### config.mk
export PLATFORM = sky130hd
export DESIGN_NAME = axil_cfg_master_flat
export DESIGN_NICKNAME = d
export VERILOG_FILES = /design/src/rtl/global_buffer_param.sv /design/src/rtl/axil_cfg_master_if.sv /design/src/rtl/axil_cfg_master.sv /design/src/flat_wrapper.sv
export SDC_FILE = /design/constraint.sdc
export NUM_CORES = 1
export LEC_CHECK = 0
export CAP_MARGIN = 15
export CELL_PAD_IN_SITES_DETAIL_PLACEMENT = 0
export CELL_PAD_IN_SITES_GLOBAL_PLACEMENT = 1
export CORE_MARGIN = 4
export CORE_UTILIZATION = 33
export DETAILED_ROUTE_END_ITERATION = 8
export HOLD_SLACK_MARGIN = 0.1
export PLACE_DENSITY_LB_ADDON = 0.1
export REMOVE_ABC_BUFFERS = 1
export SLEW_MARGIN = 20
export SYNTH_ARGS = -nofsm -noshare
export SYNTH_HDL_FRONTEND = slang
export SYNTH_SLANG_ARGS = --single-unit
export TNS_END_PERCENT = 50
### constraint.sdc
create_clock -name clk -period 7.4 [get_ports clk]
set_input_delay 0.74 -clock clk [delete_from_list [all_inputs] [get_ports clk]]
set_output_delay 0.74 -clock clk [all_outputs]
set_load 0.02 [all_outputs]
### src/rtl/global_buffer_param.sv
// Shared AXI4-Lite widths and enumerations for the global-buffer configuration path.
package global_buffer_param;

    localparam int CGRA_AXI_ADDR_WIDTH = 12;
    localparam int CGRA_AXI_DATA_WIDTH = 32;

    typedef enum logic [2:0] {
        IDLE,
        WR_REQ,
        WR_RESP,
        RD_REQ,
        RD_RESP,
        RSP
    } axil_master_state_e;

    typedef enum logic [1:0] {
        OKAY   = 2'b00,
        EXOKAY = 2'b01,
        SLVERR = 2'b10,
        DECERR = 2'b11
    } axi_resp_e;

endpackage

### src/rtl/axil_cfg_master_if.sv
// AXI4-Lite bus between the configuration master and a Garnet-style slave.
interface axil_cfg_master_if
    import global_buffer_param::*;
#(
    parameter int ADDR_WIDTH = CGRA_AXI_ADDR_WIDTH,
    parameter int DATA_WIDTH = CGRA_AXI_DATA_WIDTH
);

    logic [ADDR_WIDTH-1:0] awaddr;
    logic                  awvalid;
    logic                  awready;
    logic [DATA_WIDTH-1:0] wdata;
    logic                  wvalid;
    logic                  wready;
    logic [1:0]            bresp;
    logic                  bvalid;
    logic                  bready;
    logic [ADDR_WIDTH-1:0] araddr;
    logic                  arvalid;
    logic                  arready;
    logic [DATA_WIDTH-1:0] rdata;
    logic [1:0]            rresp;
    logic                  rvalid;
    logic                  rready;

    modport master (
        output awaddr, awvalid, wdata, wvalid, bready, araddr, arvalid, rready,
        input  awready, wready, bresp, bvalid, arready, rdata, rresp, rvalid
    );

    modport slave (
        input  awaddr, awvalid, wdata, wvalid, bready, araddr, arvalid, rready,
        output awready, wready, bresp, bvalid, arready, rdata, rresp, rvalid
    );

endinterface

### src/rtl/axil_cfg_master.sv
// Single-outstanding AXI4-Lite master turning cmd/rsp requests into bus transactions,
// with a per-transaction cycle budget that aborts stuck accesses with SLVERR.
module axil_cfg_master
    import global_buffer_param::*;
#(
    parameter int ADDR_WIDTH = CGRA_AXI_ADDR_WIDTH,
    parameter int DATA_WIDTH = CGRA_AXI_DATA_WIDTH,
    parameter int TIMEOUT    = 1024
) (
    input  logic                  clk,
    input  logic                  reset_n,

    input  logic                  cmd_valid,
    output logic                  cmd_ready,
    input  logic                  cmd_write,
    input  logic [ADDR_WIDTH-1:0] cmd_addr,
    input  logic [DATA_WIDTH-1:0] cmd_wdata,

    output logic                  rsp_valid,
    input  logic                  rsp_ready,
    output logic [DATA_WIDTH-1:0] rsp_rdata,
    output logic [1:0]            rsp_resp,
    output logic                  rsp_timeout,

    output logic                  busy,

    axil_cfg_master_if.master     axi
);

    localparam int              CNT_W    = $clog2(TIMEOUT) + 1;
    localparam logic [CNT_W-1:0] CNT_LAST = CNT_W'(TIMEOUT - 1);

    axil_master_state_e    state_q;
    logic [CNT_W-1:0]      cnt_q;
    logic [CNT_W-1:0]      cnt_d;

    logic                  awvalid_q;
    logic                  wvalid_q;
    logic                  arvalid_q;
    logic                  bready_q;
    logic                  rready_q;
    logic [ADDR_WIDTH-1:0] addr_q;
    logic [DATA_WIDTH-1:0] wdata_q;

    logic                  rsp_valid_q;
    logic [DATA_WIDTH-1:0] rsp_rdata_q;
    logic [1:0]            rsp_resp_q;
    logic                  rsp_timeout_q;

    logic                  aw_pend;
    logic                  w_pend;
    logic                  in_flight;
    logic                  progress;
    logic                  abort;

    // A transaction that completes on the same edge the budget runs out still completes.
    always_comb begin
        cnt_d     = (cnt_q == '1) ? cnt_q : cnt_q + CNT_W'(1);
        aw_pend   = awvalid_q && !axi.awready;
        w_pend    = wvalid_q && !axi.wready;
        in_flight = 1'b0;
        progress  = 1'b0;
        case (state_q)
            WR_REQ:  begin in_flight = 1'b1; progress = !aw_pend && !w_pend; end
            WR_RESP: begin in_flight = 1'b1; progress = axi.bvalid;          end
            RD_REQ:  begin in_flight = 1'b1; progress = axi.arready;         end
            RD_RESP: begin in_flight = 1'b1; progress = axi.rvalid;          end
            default: begin in_flight = 1'b0; progress = 1'b0;                end
        endcase
        abort = in_flight && !progress && (cnt_d == CNT_LAST);
    end

    always_ff @(posedge clk) begin
        if (!reset_n) begin
            state_q       <= IDLE;
            cnt_q         <= '0;
            awvalid_q     <= 1'b0;
            wvalid_q      <= 1'b0;
            arvalid_q     <= 1'b0;
            bready_q      <= 1'b0;
            rready_q      <= 1'b0;
            rsp_valid_q   <= 1'b0;
            rsp_rdata_q   <= '0;
            rsp_resp_q    <= '0;
            rsp_timeout_q <= 1'b0;
        end else if (abort) begin
            state_q       <= RSP;
            cnt_q         <= cnt_d;
            awvalid_q     <= 1'b0;
            wvalid_q      <= 1'b0;
            arvalid_q     <= 1'b0;
            bready_q      <= 1'b0;
            rready_q      <= 1'b0;
            rsp_valid_q   <= 1'b1;
            rsp_rdata_q   <= '0;
            rsp_resp_q    <= SLVERR;
            rsp_timeout_q <= 1'b1;
        end else begin
            if (in_flight) begin
                cnt_q <= cnt_d;
            end
            case (state_q)
                IDLE: begin
                    if (cmd_valid) begin
                        cnt_q   <= '0;
                        addr_q  <= cmd_addr;
                        wdata_q <= cmd_wdata;
                        if (cmd_write) begin
                            awvalid_q <= 1'b1;
                            wvalid_q  <= 1'b1;
                            state_q   <= WR_REQ;
                        end else begin
                            arvalid_q <= 1'b1;
                            state_q   <= RD_REQ;
                        end
                    end
                end
                // AW and W retire independently; each valid falls right after its own handshake.
                WR_REQ: begin
                    awvalid_q <= aw_pend;
                    wvalid_q  <= w_pend;
                    if (!aw_pend && !w_pend) begin
                        bready_q <= 1'b1;
                        state_q  <= WR_RESP;
                    end
                end
                WR_RESP: begin
                    if (axi.bvalid) begin
                        bready_q      <= 1'b0;
                        rsp_valid_q   <= 1'b1;
                        rsp_rdata_q   <= '0;
                        rsp_resp_q    <= axi.bresp;
                        rsp_timeout_q <= 1'b0;
                        state_q       <= RSP;
                    end
                end
                RD_REQ: begin
                    if (axi.arready) begin
                        arvalid_q <= 1'b0;
                        rready_q  <= 1'b1;
                        state_q   <= RD_RESP;
                    end
                end
                RD_RESP: begin
                    if (axi.rvalid) begin
                        rready_q      <= 1'b0;
                        rsp_valid_q   <= 1'b1;
                        rsp_rdata_q   <= axi.rdata;
                        rsp_resp_q    <= axi.rresp;
                        rsp_timeout_q <= 1'b0;
                        state_q       <= RSP;
                    end
                end
                RSP: begin
                    if (rsp_ready) begin
                        rsp_valid_q <= 1'b0;
                        state_q     <= IDLE;
                    end
                end
                default: state_q <= IDLE;
            endcase
        end
    end

    assign cmd_ready   = (state_q == IDLE);
    assign busy        = (state_q != IDLE);

    assign rsp_valid   = rsp_valid_q;
    assign rsp_rdata   = rsp_rdata_q;
    assign rsp_resp    = rsp_resp_q;
    assign rsp_timeout = rsp_timeout_q;

    assign axi.awaddr  = addr_q;
    assign axi.awvalid = awvalid_q;
    assign axi.wdata   = wdata_q;
    assign axi.wvalid  = wvalid_q;
    assign axi.bready  = bready_q;
    assign axi.araddr  = addr_q;
    assign axi.arvalid = arvalid_q;
    assign axi.rready  = rready_q;

endmodule

### src/flat_wrapper.sv
// flat-port wrapper written by rule: the top's interface ports become plain ports
module axil_cfg_master_flat import global_buffer_param::*;
#(
    parameter int ADDR_WIDTH = CGRA_AXI_ADDR_WIDTH,
    parameter int DATA_WIDTH = CGRA_AXI_DATA_WIDTH,
    parameter int TIMEOUT    = 1024
)
  (clk, reset_n, cmd_valid, cmd_ready, cmd_write, cmd_addr, cmd_wdata, rsp_valid, rsp_ready, rsp_rdata, rsp_resp, rsp_timeout, busy, axi_awaddr, axi_awvalid, axi_wdata, axi_wvalid, axi_bready, axi_araddr, axi_arvalid, axi_rready, axi_awready, axi_wready, axi_bresp, axi_bvalid, axi_arready, axi_rdata, axi_rresp, axi_rvalid);
  axil_cfg_master_if #(.ADDR_WIDTH(ADDR_WIDTH), .DATA_WIDTH(DATA_WIDTH)) axi_i ();
  input  logic clk;
  input  logic reset_n;
  input  logic cmd_valid;
  output logic cmd_ready;
  input  logic cmd_write;
  input  logic [ADDR_WIDTH-1:0] cmd_addr;
  input  logic [DATA_WIDTH-1:0] cmd_wdata;
  output logic rsp_valid;
  input  logic rsp_ready;
  output logic [DATA_WIDTH-1:0] rsp_rdata;
  output logic [1:0] rsp_resp;
  output logic rsp_timeout;
  output logic busy;
  output wire logic [$bits(axi_i.awaddr)-1:0] axi_awaddr;
  output wire logic [$bits(axi_i.awvalid)-1:0] axi_awvalid;
  output wire logic [$bits(axi_i.wdata)-1:0] axi_wdata;
  output wire logic [$bits(axi_i.wvalid)-1:0] axi_wvalid;
  output wire logic [$bits(axi_i.bready)-1:0] axi_bready;
  output wire logic [$bits(axi_i.araddr)-1:0] axi_araddr;
  output wire logic [$bits(axi_i.arvalid)-1:0] axi_arvalid;
  output wire logic [$bits(axi_i.rready)-1:0] axi_rready;
  input wire logic [$bits(axi_i.awready)-1:0] axi_awready;
  input wire logic [$bits(axi_i.wready)-1:0] axi_wready;
  input wire logic [$bits(axi_i.bresp)-1:0] axi_bresp;
  input wire logic [$bits(axi_i.bvalid)-1:0] axi_bvalid;
  input wire logic [$bits(axi_i.arready)-1:0] axi_arready;
  input wire logic [$bits(axi_i.rdata)-1:0] axi_rdata;
  input wire logic [$bits(axi_i.rresp)-1:0] axi_rresp;
  input wire logic [$bits(axi_i.rvalid)-1:0] axi_rvalid;
  assign axi_awaddr = axi_i.awaddr;
  assign axi_awvalid = axi_i.awvalid;
  assign axi_wdata = axi_i.wdata;
  assign axi_wvalid = axi_i.wvalid;
  assign axi_bready = axi_i.bready;
  assign axi_araddr = axi_i.araddr;
  assign axi_arvalid = axi_i.arvalid;
  assign axi_rready = axi_i.rready;
  assign axi_i.awready = axi_awready;
  assign axi_i.wready = axi_wready;
  assign axi_i.bresp = axi_bresp;
  assign axi_i.bvalid = axi_bvalid;
  assign axi_i.arready = axi_arready;
  assign axi_i.rdata = axi_rdata;
  assign axi_i.rresp = axi_rresp;
  assign axi_i.rvalid = axi_rvalid;
  axil_cfg_master #(.ADDR_WIDTH(ADDR_WIDTH), .DATA_WIDTH(DATA_WIDTH), .TIMEOUT(TIMEOUT)) u_core (.clk(clk), .reset_n(reset_n), .cmd_valid(cmd_valid), .cmd_ready(cmd_ready), .cmd_write(cmd_write), .cmd_addr(cmd_addr), .cmd_wdata(cmd_wdata), .rsp_valid(rsp_valid), .rsp_ready(rsp_ready), .rsp_rdata(rsp_rdata), .rsp_resp(rsp_resp), .rsp_timeout(rsp_timeout), .busy(busy), .axi(axi_i));
endmodule
# After elaboration in Yosys (flattened, before gate mapping)
# Cells that the tools add are included.
[op_classes]
n_addsub = 1
eq_ne = 21
mux = 44
n_bitwise = 2
n_reduce_logical = 31
[ops]
columns = ["cell", "n"]
rows = [
  ["32-bit 2-to-1 mux", 2],
  ["32-bit one-hot mux with 2 select lines", 1],
  ["11-bit 2-to-1 mux", 5],
  ["3-bit 2-to-1 mux", 7],
  ["3-bit one-hot mux with 6 select lines", 1],
  ["1-bit 2-to-1 mux", 15],
  ["3-bit by 2-bit != test with 1-bit output, second input constant", 5],
  ["3-bit AND reduction", 5],
  ["2-bit != test, second input constant", 6],
  ["1-bit one-hot mux with 2 select lines", 6],
  ["4-bit AND reduction", 3],
  ["6-bit AND reduction", 2],
  ["11-bit by 1-bit adder with 11-bit output, second input constant", 1],
  ["11-bit by 10-bit equality test with 1-bit output, second input constant", 1],
  ["11-bit equality test, second input constant", 1],
  ["2-bit nonzero test", 5],
  ["2-bit 2-to-1 mux", 4],
  ["3-bit by 2-bit equality test with 1-bit output, second input constant", 2],
  ["3-bit equality test, second input constant", 2],
  ["3-bit nonzero test", 2],
  ["1-bit logical AND", 5],
  ["1-bit zero test", 5],
  ["2-bit by 1-bit != test with 1-bit output, second input constant", 2],
  ["1-bit one-hot mux with 4 select lines", 1],
  ["9 further kinds", 10],
]
[totals]
ff_bits = 99
input_bits = 90
out_inout_bits = 99
wordCells = 114

# Logic depth before layout (Yosys ltp)
[logic_depth]
ltp_word = 10
mapped_depth = 10

# Worst setup path after synthesis
# Ideal clock, no wire load.
[synth_timing]
path_type = "register -> register"
start = "register u_core.state_q[2]"
end = "register u_core.addr_q[0], in the netlist u_core.axi.araddr[0] (enable)"
t_arrival_ns = 2.296
required_time_ns = 6.994
slack_ns = 4.698
path_stages_with_launch = 5
n_path_buf = 1
period_less_slack_ns = 2.702
path_cell_list = "dfxtp_1 > buf_2 > or3_1 > inv_1 > and3_1"
[synth_rtl]
columns = ["element", "line_no", "source"]
rows = [
  ["start, declared", "axil_cfg_master.sv:33", "axil_master_state_e state_q;"],
  ["start signal, assigned", "axil_cfg_master.sv:75", "state_q <= IDLE;"],
  ["start signal, assigned", "axil_cfg_master.sv:87", "state_q <= RSP;"],
  ["start signal, assigned", "axil_cfg_master.sv:111", "state_q <= WR_REQ;"],
  ["3-bit zero test", "--", ""],
  ["net cmd_ready", "flat_wrapper.sv:13", "output logic cmd_ready;"],
  ["4-bit AND reduction (no source line)", "--", ""],
  ["end signal, assigned", "axil_cfg_master.sv:106", "addr_q <= cmd_addr;"],
  ["end, declared", "axil_cfg_master.sv:42", "logic [ADDR_WIDTH-1:0] addr_q;"],
]
# The timed path passes the listed nets, and every way through them passes these cells.
# A chain may end at the register's enable or synchronous reset.

# Final worst setup path
[layout_timing]
start = "register u_core.cnt_q[0]"
end = "register u_core.wvalid_q, in the netlist u_core.axi.wvalid"
[layout_via]
elab_chain_cells = 5
[layout_lines]
columns = ["element", "line_no", "source"]
rows = [
  ["start, declared", "axil_cfg_master.sv:34", "logic [CNT_W-1:0] cnt_q;"],
  ["start signal, assigned", "axil_cfg_master.sv:88", "cnt_q <= cnt_d;"],
  ["start signal, assigned", "axil_cfg_master.sv:100", "cnt_q <= cnt_d;"],
  ["11-bit by 1-bit adder with 11-bit output / 11-bit equality test (equally long branches)", "axil_cfg_master.sv:58", "cnt_d = (cnt_q == '1) ? cnt_q : cnt_q + CNT_W'(1);"],
  ["11-bit 2-to-1 mux (*)", "axil_cfg_master.sv:58", ""],
  ["11-bit by 10-bit equality test with 1-bit output (*)", "axil_cfg_master.sv:70", "abort = in_flight && !progress && (cnt_d == CNT_LAST);"],
  ["1-bit logical AND (*)", "axil_cfg_master.sv:70", ""],
  ["2-bit OR reduction (no source line) (*)", "--", ""],
  ["end signal, assigned", "axil_cfg_master.sv:121", "wvalid_q <= w_pend;"],
  ["end, declared", "axil_cfg_master.sv:38", "logic wvalid_q;"],
]
# Every way passes the cells marked *; elsewhere a longest branch is shown, timed or not.

==> impl_metrics.toml <==
[outcome]
outcome = "complete, no violations"

[timing]
fin_crit_ps = 3092
final-setup-viol-count = 0
slew_headroom_pct = 33.07
finalSetupTns_ps = 0
rsz0062_at_grt = "no"
max_freq_mhz = 323.4
slew_violations = 0
fin_hold_ws_ps = 449.4
finalWorstSetupSlack_ps = 4308
hold_viol = 0
worst_clock_skew_ps = 5.539
worst-slew-pin-transition_ps = 1004
min_period_over_period_pct = 41.78

[drt]
wl_per_cell_um = 16.89
drt-initial-drc-count = 218
drc = 0
routed_wl_um = 11620
firstDrtPassIters = 4
avgViaCountPerCell = 4.808
vias = 3308
antenna_left = 0

[yosys]
ys_dominant_reg_cell = "dfxtp_1"
ys_types = 47
yosys_warnings = 0
avgSynthCellArea_um2 = 10.82
synthCells = 371
synth_enable_flop_cells = 44
ys_ff_latch = 99
synthArstFlopShare_pct = 0
synth_area_mm2 = 0.004013
synth_seq_area_share_pct = 60.37

[clocking]
cts.repair.resized = 0
insertion_delay_ps = 340
clockRootBuffer = "clkbuf_16"
cts_buffers = 9
numClockSinks = 99
clockBufferDepth = 2
hold_buffers = 0
h-tree-depth = 3
cts_setup_buffers = 0
cts_tree = "built"
clkTransAtPathRegs_ps = 70

[place]
hpwlAfterDp_um = 8560
dp_slack_ps = 3981
numPortBuffers = 188
gp_congestion = 0.8021

[finish]
layout_commonest_cell = "clkdlybuf4s50_1"
antenna_cells = 0
syn_to_final_growth_pct = 54.97
most-common-layout-cells = "188 x clkdlybuf4s50_1, 55 x dfxtp_1, 50 x nand2_1"
final_layout_size_suffix_gt1_share_pct = 7.579
nets = 627

[grt]
overflow = 0
antenna_found_initial = 0
grtUsageTotal_pct = 16.21
grt_pass1_vias = 3213
grt_pass1_wl_um = 17930
grt_max_degree = 45

[hold_path]
hold_path_startpoint = "u_core.rsp_rdata[23]"
hold_path_end = "u_core.rsp_rdata[23]"
min_path_cells = 2
hold_class = "reg -> reg"

[job]
max-cap-violations = 0

[power_and_ir_drop]
leakagePower_nw = 2.057
power.density_mw_per_mm2 = 266.2
irDropWorstVdd_mv = 0.1149

[die]
die_h_um = 118.3
core_mm2 = 0.01196
die_w_um = 118.3
pin_count = 189
rows = 40
die_area_mm2 = 0.01399
start_util_pct = 33.55

[critical_path]
rr_startpoint = "u_core.cnt_q[0]"
r2r-end = "u_core.axi.wvalid"
startpoint_type = "flip-flop"
reg2reg_slack_ps = 4310
cp.required_ps = 7590
crit_type = "reg -> reg"
cp.arrival_ps = 3280
reg2reg_depth = 8
startpoint = "u_core.cnt_q[0]"
path_max_fanout = 21
setup.worst_path.end_class = "flip-flop"
critical path, stage by stage, from the launching register on:
cell and delay (ps):
dfxtp_1 490, ha_1 310, and3_1 340, nand4_2 180, nor2_1 160, a21oi_1 100
o31ai_4 890, buf_4 390, a211oi_1 70
registers in the layout, indices dropped and copies added, names as in the netlist:
signal              count
u_core.axi.araddr      12
u_core.axi.arvalid      1
u_core.axi.awvalid      1
u_core.axi.bready       1
u_core.axi.rready       1
u_core.axi.wdata       32
u_core.axi.wvalid       1
u_core.cnt_q           11
u_core.rsp_rdata       32
u_core.rsp_resp         2
u_core.rsp_timeout      1
u_core.rsp_valid        1
u_core.state_q          3
worst max-delay path by stage:
stage,endpoint,depth (start not counted)
2_1_floorplan,u_core.axi.awvalid,6
6_report,u_core.axi.wvalid,8
3_3_place_gp,u_core.axi.wvalid,8
4_1_cts,u_core.axi.wvalid,8
3_5_place_dp,u_core.axi.wvalid,8
5_1_grt,u_core.axi.wvalid,8
power breakdown:
group          leakage [nW]  switching (mW)  internal (mW)
sequential            0.850          0.0534          0.635
clock                 0.144           0.202          0.295
combinational          1.06           0.262          0.208
logic make-up after synthesis:
group | synth area share (%)
multiplexers | 1.777
AO/OA/AOI/OAI | 14.66
adder cells (fa/ha/maj) | 0.3118
XOR/XNOR | 0.8732
buffers and inverters | 6.018
flip-flops | 60.37
AND/OR/NAND/NOR | 16.00
routing by layer:
metal | share of wire (%) | GRT usage, % | wire length (µm)
met4 | 1.8 | 6.520 | 208
met2 | 46 | 25.19 | 5320
met3 | 5.0 | 3.445 | 580
met1 | 47 | 22.01 | 5515
met5 | 0 | 0 | 0
cells in the mapped netlist (all sizes together), types with 3 or more instances:
master  count  area share [%]
a211oi      6             1.2
mux2i       6             1.5
inv         4            0.37
o21ai       8             1.0
and4        3            0.65
and3        4            0.62
dfxtp      55              27
xnor2       3            0.65
nand3      38             4.7
nand4       3            0.62
o21a        5            0.94
buf        25             4.4
o211ai      3            0.69
edfxtp     44              33
nand2b      5            0.78
a21oi      44             6.4
nor2b       3            0.47
and2        5            0.78
nand2      50             4.7
a31oi       4            0.62
nor2       19             1.8
clkbuf     13             1.2
layout make-up:
cell class / count / area, µm²
clock buffers: 9 / 225.2
clock inverters: 7 / 92.59
fillers: 1059 / 5743
inverters: 4 / 15.01
multi-input cells: 230 / 1368
flip-flops and latches: 99 / 2422
well taps: 147 / 183.9
repair buffers: 192 / 1912
per-stage QoR:
| stage | std cells | power [mW] | cell area (µm²) | utilization [%] |
|---|---|---|---|---|
| 2_1_floorplan | 333 | 0.9334 | 3786 | - |
| 3_3_place_gp | 672 | 1.172 | 5901 | 49.33 |
| 3_5_place_dp | 672 | 1.175 | 5901 | 49.33 |
| 4_1_cts | 688 | 1.676 | 6218 | 51.99 |
| 5_1_grt | 688 | 1.732 | 6218 | 51.99 |
| 6_report | 688 | 1.656 | 6218 | 51.99 |
Power figures use the tool's default switching activity.
